## src/rtl/prbs_checker_pkg.sv

```systemverilog
// Shared types and constants for the 10-bit PRBS checker (x[n] = x[n-10] ^ x[n-7]).
package prbs_pkg;

  typedef enum logic [1:0] {
    FILL   = 2'd0,
    VERIFY = 2'd1,
    LOCKED = 2'd2
  } state_t;

  localparam int LFSR_W = 10;
  localparam int TAP_A  = 9;
  localparam int TAP_B  = 6;

  // Increment v, holding at the all-ones value of a w-bit field (w <= 32).
  function automatic logic [31:0] sat_inc(input logic [31:0] v, input int unsigned w);
    logic [31:0] max_v;
    max_v = (w >= 32) ? 32'hFFFF_FFFF : ((32'd1 << w) - 32'd1);
    return (v == max_v) ? v : v + 32'd1;
  endfunction

endpackage

```

## src/rtl/prbs_checker_predictor.sv

```systemverilog
// History shift register of received bits and the next-bit prediction it implies.
module prbs_predictor
  import prbs_pkg::*;
(
  input  logic              clk,
  input  logic              rst,
  input  logic              shift_en,
  input  logic              bit_in,
  output logic [LFSR_W-1:0] hist,
  output logic              predicted,
  output logic              zero
);

  logic [LFSR_W-1:0] r_hist;

  // hist[0] is the newest bit; the stream itself seeds the history.
  always_ff @(posedge clk or posedge rst) begin
    if (rst) begin
      r_hist <= '0;
    end else if (shift_en) begin
      r_hist <= {r_hist[LFSR_W-2:0], bit_in};
    end
  end

  assign hist      = r_hist;
  assign predicted = r_hist[TAP_A] ^ r_hist[TAP_B];
  assign zero      = (r_hist == '0);

endmodule

```

## config.mk

```make
export PLATFORM = sky130hd
export DESIGN_NAME = prbs_predictor
export DESIGN_NICKNAME = d
export VERILOG_FILES = /design/src/rtl/prbs_checker_pkg.sv /design/src/rtl/prbs_checker_predictor.sv
export SDC_FILE = /design/constraint.sdc
export NUM_CORES = 1
export LEC_CHECK = 0
export CORE_MARGIN = 1.5
export CORE_UTILIZATION = 30
export CTS_CLUSTER_DIAMETER = 100
export DETAILED_ROUTE_END_ITERATION = 10
export PLACE_DENSITY = 0.63
export SETUP_SLACK_MARGIN = 0.15
export SLEW_MARGIN = 10
export SYNTH_ARGS = -nofsm -noshare
export SYNTH_HDL_FRONTEND = slang
export SYNTH_SLANG_ARGS = --single-unit
```

## constraint.sdc

```tcl
create_clock -name clk -period 1.55 [get_ports clk]
set_input_delay 0.2325 -clock clk [delete_from_list [all_inputs] [get_ports clk]]
set_output_delay 0.2325 -clock clk [all_outputs]
set_load 0.05 [all_outputs]
```

==> impl_summary.md, run 1 <==
Logic synthesis
The number of enable flip-flop cells after synthesis is 0. The synthesized netlist devotes 0% of its cell area to compound gates. The synthesized design contains 10 register bits. By area, the combinational part of the netlist is dominated by multiplexers. The sequential element share of the synthesized area is 61.35%. The share of the synthesized area in the top cell type is 61.35%.

The count of warnings emitted by yosys is 0. Averaged over all synthesized cells, the footprint is 15.69 sq um. Of the total synthesized cell area, the portion taken by XOR and XNOR cells is 2.147%. Summed over all instances, the cell type with the most area after synthesis is dfrtp_1. After synthesis, the most frequently instantiated cells are 10 x dfrtp_1, 10 x mux2_2, 2 x or4_1.

The synthesized area is 407.9 sq um. The adder-cell share of the synthesized area is 0%. The post-synthesis cell type count is 7. By area the synthesized netlist is led by dfrtp_1 61%, mux2_2 28%, or4_1 3.7%. The simple-gate share of the synthesized area is 6.748%. The total nets after synthesis is 30.

After technology mapping, the gate count stands at 26. The share of cell area taken by muxes after synthesis is 27.61%. The top flip-flop cell by instance count after synthesis is dfrtp_1. The fraction of synthesis flops using an asynchronous set or reset pin is 100.0%.

Detailed routing
The pre-antenna-repair detailed-routing pass consisted of 2 iterations. For this run, design rule violations remaining after detail routing come to 0. The overall routed net length is 817 um.

In the final routed layout, each cell accounts on average for 12.19 um. For this block, the via count after detailed routing is 313. For this block, the initial DRC count from the detailed router was 5. The via-per-instance ratio is 4.672. The count of nets left with antenna violations once routing finished came out at 0.

Place
The half-perimeter wire length of the detailed placement result is 665.5 um. The placer's final routability congestion estimate is 0.6839. The pre-CTS worst setup slack is -0.05427 ns. The count of buffers from port buffering is 15. Once placement finished, the instance area stood at 723.2 sq um.

STA
The achievable frequency is 0.5337 GHz. The tightest slew margin relative to the limit is 75.53%. At the pin with the least slew margin, the transition time is 0.3666 ns. Setup repair after global routing could not meet its margin everywhere. Once routing completed, OpenROAD measured the worst setup slack at -0.3236 ns. The final setup skew is 0.001849 ns.

The max-slew violation total from the final report is 0. The final critical delay including setup and external delays is 1.874 ns. Setup violations remaining at the end of the flow were counted as 1. The number of hold-slack violations in the final timing report is 0.

The final period utilization is 120.9%.

Flow run
The number of max-capacitance violations reported is 0.

Setup path
The cell at the slowest stage of the critical path is or4_4. The stage delay of the slowest cell on the critical path is 0.54 ns. The category of the most critical setup path is reg2out.

The logic depth of the worst setup path including buffers is 3. The critical path goes through or4_4 -> nor4_4 -> buf_12. The worst setup path is captured at an output pin. The kind of launch point of the worst setup path is a register.

Counting both buffers and inverters, the worst setup path holds a total of 1. Among cell families on the critical path, the largest total delay comes from simple AND/OR/NAND/NOR gates. The maximum fanout along the worst path is 2. STA puts the critical path data required time at 1.32 ns. At the worst endpoint, the arrival time is 1.64 ns. Counting cells, the worst reg-to-reg path comes to 2.

CTS
The root buffer cell chosen for the clock tree is clkbuf_4. The maximum number of buffers from clock root to sink is 2. The number of post-CTS setup repair buffers is 0. The CTS tree is done.

TritonCTS created 3 clock buffers. The clock edge transition at the registers on the reported setup and hold paths is 0.06 ns. The insertion delay to the later sink of the worst-skew pair is 0.26 ns. The clock net in this run drives a total of 10 sinks. The H-tree depth is 1.

Worst hold path
The class of the tightest hold or removal check is in2async.

Power and ir drop
Sequential cells burn 25.9% of the power. The worst-case IR drop observed on VDD is 841.9 uV. Of the total power, the share spent switching nets is 43.44%. The power density over the cells is 2201 mW/mm^2. For this design the static power due to leakage is 0.3263 nW. The design draws 0.001650 W. In this run, the clock network consumes 10.4% of the power. The internal portion of the total power is 0.0009330 W. Combinational cells account for 63.7% of the total power. The switching power of the nets is 0.0007167 W.

Final layout
Cells fill 58.33% of the core in the end. Counting the fill cells in the layout gives 103. The register with the most flip-flops in the layout has 10 of them. The post-route standard cell area excluding fillers is 749.5 sq um. Cells with a size suffix above 1 make up 82.69% of the layout. The area overhead of the layout relative to synthesis is 83.74%. The net count of the finished layout is 58.

The area of the multi-input gates is 180.2 sq um. The sequential cell area in the final layout is 257.7 sq um. The repair_antennas step left the layout with diodes totalling 0.

Outcome
The final reports fail on negative setup slack. The run finished, with violations left.

Die
The number of ports placed on the die boundary is 16. Once the floorplan was initialized, standard cells occupied 31.74% of the core. The number of rows in the core area is 13. Measured along the x axis, the die boundary spans 39.88 um. The floorplan die area is 0.001590 sq mm. The chip height is 39.88 um. After floorplanning, the core was sized to cover 0.001285 sq mm.

Global routing
Summed over all layers, the global routing overflow is 0. The number of global-route vias before repair is 326. The global-route total usage across every layer is 13.90%.

The largest net degree at the start of global routing is 11. The first global-routing pass estimated 1283 um of wire. The number of antenna violations at the first check in global routing is 0.
-- power groups by stage --
stage                     logic [W]  clock network (W)  registers (W)
after floorplan            0.000220                  0       0.000748
after CTS                   0.00106           0.000181       0.000430
after global routing        0.00110           0.000193       0.000441
after global placement      0.00105                  0       0.000424
after detailed placement    0.00106                  0       0.000433
final                       0.00105           0.000171       0.000428
-- kinds of logic after synthesis --
logic type | Yosys count
XOR/XNOR | 1
multiplexers | 10
buffers and inverters | 2
flip-flops | 10
AND/OR/NAND/NOR | 3
-- per-layer routing --
metal | up-vias | part of all wire, % | GRT usage (%)
met2 | 13 | 55 | 22.18
met5 | - | 0 | 0
met1 | 154 | 39 | 13.48
li1 | 146 | - | -
met3 | 0 | 5.5 | 5.114
met4 | 0 | 0 | 12.93
-- through the flow --
step | hold slack (ns) | std cells | TNS, ns
3_5_place_dp | 0.5301 | 64 | -0.05427
2_1_floorplan | 0.07227 | 26 | -0.3784
3_3_place_gp | 0.5150 | 64 | -0.04321
6_report | 0.2501 | 67 | -0.3236
4_1_cts | 0.2429 | 67 | -0.3476
5_1_grt | 0.2684 | 67 | -0.3840
-- repair_timing --
action	in CTS	in global routing
resized for setup	1	0
hold buffers	0	0
setup endpoints to repair	2	1
pin swaps	0	1
-- cell type report --
class                           count  share of cell area (%)
Inverter                            1                  0.5008
Sequential cell                    10                   34.39
Timing Repair Buffer               24                   35.56
Multi-Input combinational cell     14                   24.04
Tap cell                           15                   2.504
Clock buffer                        3                   3.005
-- path summary, 6_finish.rpt --
check	startpoint	end	slack, ns
worst max-delay path	hist[2]	zero	-0.32
worst min-delay path	rst	hist[9]	0.25
worst max register to register	hist[6]	hist[6]	0.64
worst min register to register	hist[1]	hist[1]	0.62
max in group asynchronous	rst	hist[0]	1.01
min in group clk	bit_in	hist[0]	0.60
-- layout by cell type (no fill, tap or decap) --
master	instances
inv_1	1
clkdlybuf4s50_1	3
nor4_4	1
clkbuf_4	3
dfrtp_1	4
buf_6	1
xor2_4	1
or4_1	1
buf_12	6
mux2_2	10
or4_4	1
buf_4	14
dfrtp_2	6
(Power assumes the default switching activity.)
==> inputs of run 2 (changes only) <==
Settings changed: PLACE_DENSITY 0.63 to 0.65.
Clock period 1.55 ns to 1.6 ns, I/O delays scaled along.
==> impl_summary.md, run 2 (synthesized netlist as in run 1, its figures left out) <==
CTS
The CTS tree is done. The number of clock buffers inserted by TritonCTS is 3. The maximum number of buffers from clock root to sink is 2. The H-tree depth is 1. The clock sink count is 10. Clock-pin slew was measured on the worst setup and hold paths at 0.07 ns. The insertion delay to the later sink of the worst-skew pair is 0.26 ns. The count of hold-fix buffers inserted at cts is 0. The root buffer cell chosen for the clock tree is clkbuf_4.

Setup path
The cell at the slowest stage of the critical path is or4_4. Of all nets on the critical path, the largest fanout is 2. The endpoint required time on the critical path is 1.36 ns.

The reg-to-reg setup timing slack is 0.68 ns. The kind of launch point of the worst setup path is a register. The category of the most critical setup path is reg2out. The depth of the most critical reg-to-reg path is 2. The signal on the critical path passes through or4_4 -> nor4_4 -> buf_12. The startpoint of the lowest-slack register-to-register path is hist[6]. The critical path capture point type is an output pin.

In this run the critical register-to-register path is captured at hist[6]. The stage delay of the slowest cell on the critical path is 0.54 ns. The arrival time of data at the critical path endpoint is 1.64 ns.

Final layout
The register with the most flip-flops in the layout has 10 of them. The area overhead of the layout relative to synthesis is 73.01%. Leaving out fill and tap cells, the most frequent cells in the layout are 18 x buf_4, 10 x mux2_2, 6 x dfrtp_2, 4 x dfrtp_1. The total inserted antenna cells is 0. Of the cells placed in the final design, the portion with a size suffix greater than 1 is 84.62%. Cells fill 54.92% of the core in the end. The final net count is 57.

The post-route standard cell area excluding fillers is 705.7 sq um. Excluding fillers, the count of instances in the completed layout stands at 67. The library cell used most frequently in the layout, excluding fill and tap cells, is buf_4.

Global routing
The first-pass GRT wire length is 1407 um. The number of global-route vias before repair is 313. The number of antenna violations at the first check in global routing is 0.

The global-route total usage across every layer is 14.12%. Entering global routing, the biggest net connects 11 pins. After global routing the overflow that remains totals 0.

Power and ir drop
Internal power comes to 0.0008352 W. The clock network is responsible for 14.5% of the overall power. The switching power of the nets is 0.0006825 W.

Combinational logic is responsible for 58.7% of the overall power. IR analysis of the VDD net gives a maximum drop of 898.6 uV. Net switching is 44.97% of the power. The sequential share of power is 26.8%.

The power density over the cells is 2151 mW/mm^2. Summed over all cells, the static leakage comes to 0.3115 nW.

STA
Setup repair after global routing could not meet its margin everywhere. Final hold analysis gives a worst-case slack of 0.2497 ns. The achievable frequency is 0.5332 GHz.

The number of hold-slack violations in the final timing report was 0. The final period utilization is 117.2%. Headroom to the max-slew limit came out at 75.32%. The final critical delay including setup and external delays is 1.876 ns. The max-slew violation total from the final report is 0. At the pin with the least slew margin, the transition time is 0.3698 ns.

The final setup skew is 0.003349 ns. In the post-route analysis, the smallest setup slack over all paths is -0.2756 ns. The final-report setup violation count is 1.

Outcome
The run finished, with violations left. The checks that failed: negative setup slack.

Detailed routing
The pre-antenna-repair detailed-routing pass consisted of 2 iterations. The remaining routing DRC violations is 0. In this run the remaining antenna-violating nets after routing total 0. The violation count after the first detailed-route iteration is 2. The via-per-instance ratio is 4.522. Dividing the detail-routed wire length by the instance count gives 13.25 um. The routed design has 888 um of wire. Across all layers, the routed design uses 303 vias.

Place
After legalization and detailed placement, the total HPWL measured 712.7 um. Summing all placed instances gives a cell area of 654.4 sq um. The cell count after placement is 63. The count of buffers from port buffering is 15. The congestion estimate from routability-driven global placement came to 0.7415.

Die
The floorplan step set the die width to 39.88 um. The number of rows in the core area is 13. The chip height is 39.88 um. Pin placement for this block handled 16 I/O pins. The floorplan die area is 0.001590 sq mm. The initial utilization of the core area, before any placement, comes to 31.74%. The placeable core area is 0.001285 sq mm.

Flow run
The number of max-capacitance violations reported is 0.

Worst hold path
The worst hold path belongs to the class in2async.
==> run 2: changes by cell type in the layout (fill, tap and decap cells not counted) <==
cell and change:
clkbuf_8 +1, buf_6 -1, buf_12 -4, or4_4 +1, buf_4 +4, or4_1 -1
==> run 2: how the worst max path moves through the flow <==
| stage | slack [ns] | startpoint | endpoint |
|---|---|---|---|
| after floorplan | -0.34 | hist[1] | zero |
| after global placement | -0.004 | hist[1] | zero |
| after detailed placement | -0.02 | hist[1] | zero |
| after CTS | -0.30 | hist[6] | zero |
| after global routing | -0.36 | hist[6] | zero |
| final | -0.28 | hist[6] | zero |
==> run 2: what timing repair did <==
item / in CTS / in global routing
buffers inserted: 0 / 0
endpoints found under the setup margin: 1 / 2
pin swaps: 2 / 1
resized for setup: 1 / 1
==> run 2: worst max-delay path, delay by kind of cell, from the launching register on <==
kind / cells / cell delay [ns]
simple gates: 2 / 0.81
flops: 1 / 0.40
buf+inv: 1 / 0.17
==> run 2: area by class of cell <==
type / count / area, sq um
clock buffers: 4 / 36.28
fillers: 116 / 579.3
inverters: 1 / 3.754
multi-input cells: 14 / 183.9
flip-flops and latches: 10 / 257.7
well taps: 15 / 18.77
repair buffers: 23 / 205.2
==> run 2: layer usage <==
| layer | GRT usage, % | wire length, um | up-vias |
|---|---|---|---|
| met3 | 1.705 | 50 | 2 |
| li1 | - | - | 143 |
| met1 | 16.25 | 340 | 147 |
| met2 | 23.39 | 491 | 11 |
| met5 | 0 | 0 | - |
| met4 | 10.34 | 6 | 0 |
==> run 2: power groups by stage <==
stage	clock network, W	logic, W	registers [W]
5_1_grt	0.000244	0.000927	0.000425
6_report	0.000220	0.000890	0.000407
4_1_cts	0.000230	0.000871	0.000409
3_5_place_dp	0	0.000864	0.000410
3_3_place_gp	0	0.000846	0.000404
2_1_floorplan	0	0.000199	0.000711
==> run 2: per-stage QoR <==
step / worst slack (ns) / setup TNS [ns] / total power (W)
finish: -0.2756 / -0.2756 / 0.001518
global route: -0.3567 / -0.3567 / 0.001596
CTS: -0.3015 / -0.3015 / 0.001510
detailed placement: -0.02025 / -0.02025 / 0.001274
global placement: -0.003561 / -0.003561 / 0.001249
floorplan: -0.3359 / -0.3359 / 0.0009106
==> inputs of run 3 (changes only) <==
Settings changed: CORE_MARGIN 1.5 to not set, TNS_END_PERCENT set to 5.
==> impl_summary.md, run 3 (synthesized netlist as in run 1, its figures left out) <==
Power and ir drop
In this run the static leakage power is 0.3172 nW. The internal power is 0.0008342 W. The worst-case IR drop observed on VDD is 1192 uV. Combinational cells account for 57.3% of the total power. The proportion of power drawn by the clock network is 14.6%.

The sequential share of power is 28.2%. Power comes to 0.001525 W. The power density over the cells is 2116 mW/mm^2. The switching power as a share of total power is 45.31%.

For this design the total switching power over the nets is 0.0006910 W.

STA
The final critical delay including setup and external delays is 1.902 ns. The total negative slack is -0.3020 ns. The achievable frequency is 0.5258 GHz.

In the finished design, the share of the clock period the worst path needs comes to 118.9%. On the final layout, the worst clock skew is 0.003199 ns. The final-report setup violation count is 1.

Setup slack on the critical path of the routed design comes to -0.3020 ns. At the pin with the least slew margin, the transition time is 0.3679 ns. The tightest hold margin is 0.2429 ns. The max-slew violation total from the final report was 0. Setup repair after global routing could not meet its margin everywhere. The number of hold-slack violations in the final timing report is 0. Headroom to the max-slew limit came out at 75.45%.

Die
The die covers 0.001511 sq mm. The placeable core area is 0.001186 sq mm. The floorplan has 12 rows. The number of ports placed on the die boundary is 16. From bottom edge to top edge, the die measures 38.88 um.

The effective utilization at floorplan is 34.39%. The horizontal die dimension is 38.88 um.

Setup path
The maximum fanout along the worst path is 2. The kind of cell with the highest combined delay along the critical path is simple AND/OR/NAND/NOR gates. The number of buffers and inverters on the critical path is 1. Walking the worst path, the cells encountered are or4_4 -> nor4_4 -> buf_12. For this run, the slowest stage of the critical path takes 0.54 ns. STA puts the critical path data required time at 1.36 ns.

The worst setup path is captured at an output pin. The arrival time of data at the critical path endpoint is 1.66 ns. The cell at the slowest stage of the critical path is or4_4. The kind of launch point of the worst setup path is a register. The category of the most critical setup path is reg2out.

Place
The placer's final routability congestion estimate is 0.7458. The placement-stage cell area is 658.1 sq um. The half-perimeter wire length of the detailed placement result is 677.7 um. During placement, the flow inserted port buffers numbering 15.

Detailed routing
The violation count after the first detailed-route iteration is 0. The overall routed net length is 880 um. In the routed design, unresolved DRC markers number 0.

The number of nets with antenna violations after detailed routing is 0. The overall via count from detail_route is 295. The routed length per instance is 13.33 um. For this run, the detailed router's first-pass iteration total came to 1. In the routed layout, each cell is associated on average with a via count of 4.470.

CTS
Clock-pin slew was measured on the worst setup and hold paths at 0.07 ns. The number of post-CTS setup repair buffers is 0. CTS placed an instance of clkbuf_4 at the clock tree root. The H-tree depth is 1. The clock drives 10 sinks. Counting along the longest clock path gives a buffer depth of 2.

The CTS tree is done. The number of clock buffers inserted by TritonCTS is 3. The insertion delay to the later sink of the worst-skew pair is 0.26 ns.

Final layout
The post-route standard cell area excluding fillers is 720.7 sq um. The utilization of the core after routing is 60.76%. The most common cell after layout, fill and taps aside is buf_4.

The sequential cell area in the final layout is 257.7 sq um. 0 antenna diodes ended up in the layout. The final layout contains 57 nets. From synthesis to final layout, the design area changed by 76.69%.

The register with the most flip-flops in the layout has 10 of them. The fill cell total of the finished layout is 91. The multi-input combinational cells in the finished layout cover a total of 183.9 sq um.

The top cell types in the final layout, fill and taps aside, are 16 x buf_4, 10 x mux2_2, 6 x dfrtp_2, 4 x dfrtp_1. The post-route netlist has 84.62% of its cells at a drive strength greater than 1.

Global routing
The first global-routing pass estimated 1442 um of wire. The number of antenna violations at the first check in global routing is 0. The largest net degree at the start of global routing is 11. The number of global-route vias before repair is 330.

The leftover overflow at the end of global routing is 0. Global routing used 14.93% of the available tracks.

Outcome
The final reports fail on negative setup slack. The run finished, with violations left.

Flow run
Across the run, the number of max-cap violations was 0.

Worst hold path
The tightest min-delay check is of the in2async type.
## run 3: cell types whose count changed in the layout (fill, tap and decap cells not counted)
| cell | change |
|---|---|
| buf_4 | -2 |
| buf_12 | +1 |
| buf_6 | +1 |
## run 3: area by class of cell
class / count / area share, %
sequential: 10 / 35.76
timing repair buffer: 23 / 30.73
multi-input combinational: 14 / 25.52
clock buffer: 4 / 5.035
tap: 14 / 2.431
inverter: 1 / 0.5208
## run 3: power groups by stage
stage	Combinational, W	Clock [W]	Sequential, W
floorplan	0.000193	0	0.000704
global placement	0.000820	0	0.000407
detailed placement	0.000833	0	0.000416
CTS	0.000850	0.000233	0.000417
global route	0.000902	0.000246	0.000443
finish	0.000873	0.000222	0.000429
## run 3: per-layer routing
layer	global-route usage (%)	wire length, um	part of all wire, %	up-vias
met2	30.42	504	57	8
met1	13.81	342	39	143
met3	1.734	32	3.6	0
met4	7.759	0	0	0
li1	-	-	-	144
met5	0	0	0	-
## run 3: final timing paths
check                      slack, ns  cells past startpoint       to     from
hold reg to reg                 0.61                      1  hist[7]  hist[7]
max in group asynchronous       1.07                      2  hist[5]      rst
setup / recovery               -0.30                      3     zero  hist[2]
hold / removal                  0.24                      2  hist[2]      rst
setup reg to reg                0.67                      2  hist[3]  hist[2]
min in group clk                0.59                      2  hist[0]   bit_in
## run 3: worst register-to-register path: cells and delay by family (launching register included)
family                 cells  cell delay (ns)
flip-flops                 1             0.40
multiplexers               1             0.27
buffers and inverters      1             0.14
## run 3: stage by stage
step | setup WS (ns) | std cells
final | -0.3020 | 66
after global routing | -0.3426 | 66
after CTS | -0.3198 | 66
after detailed placement | -0.02633 | 62
after global placement | -0.005445 | 62
after floorplan | -0.3359 | 26
## run 3: repair_timing
| action | 4_1_cts | 5_1_grt |
|---|---|---|
| gates resized for setup | 2 | 2 |
| endpoints found under the setup margin | 2 | 2 |
| pin swaps | 1 | 2 |
| hold buffers | 0 | 0 |
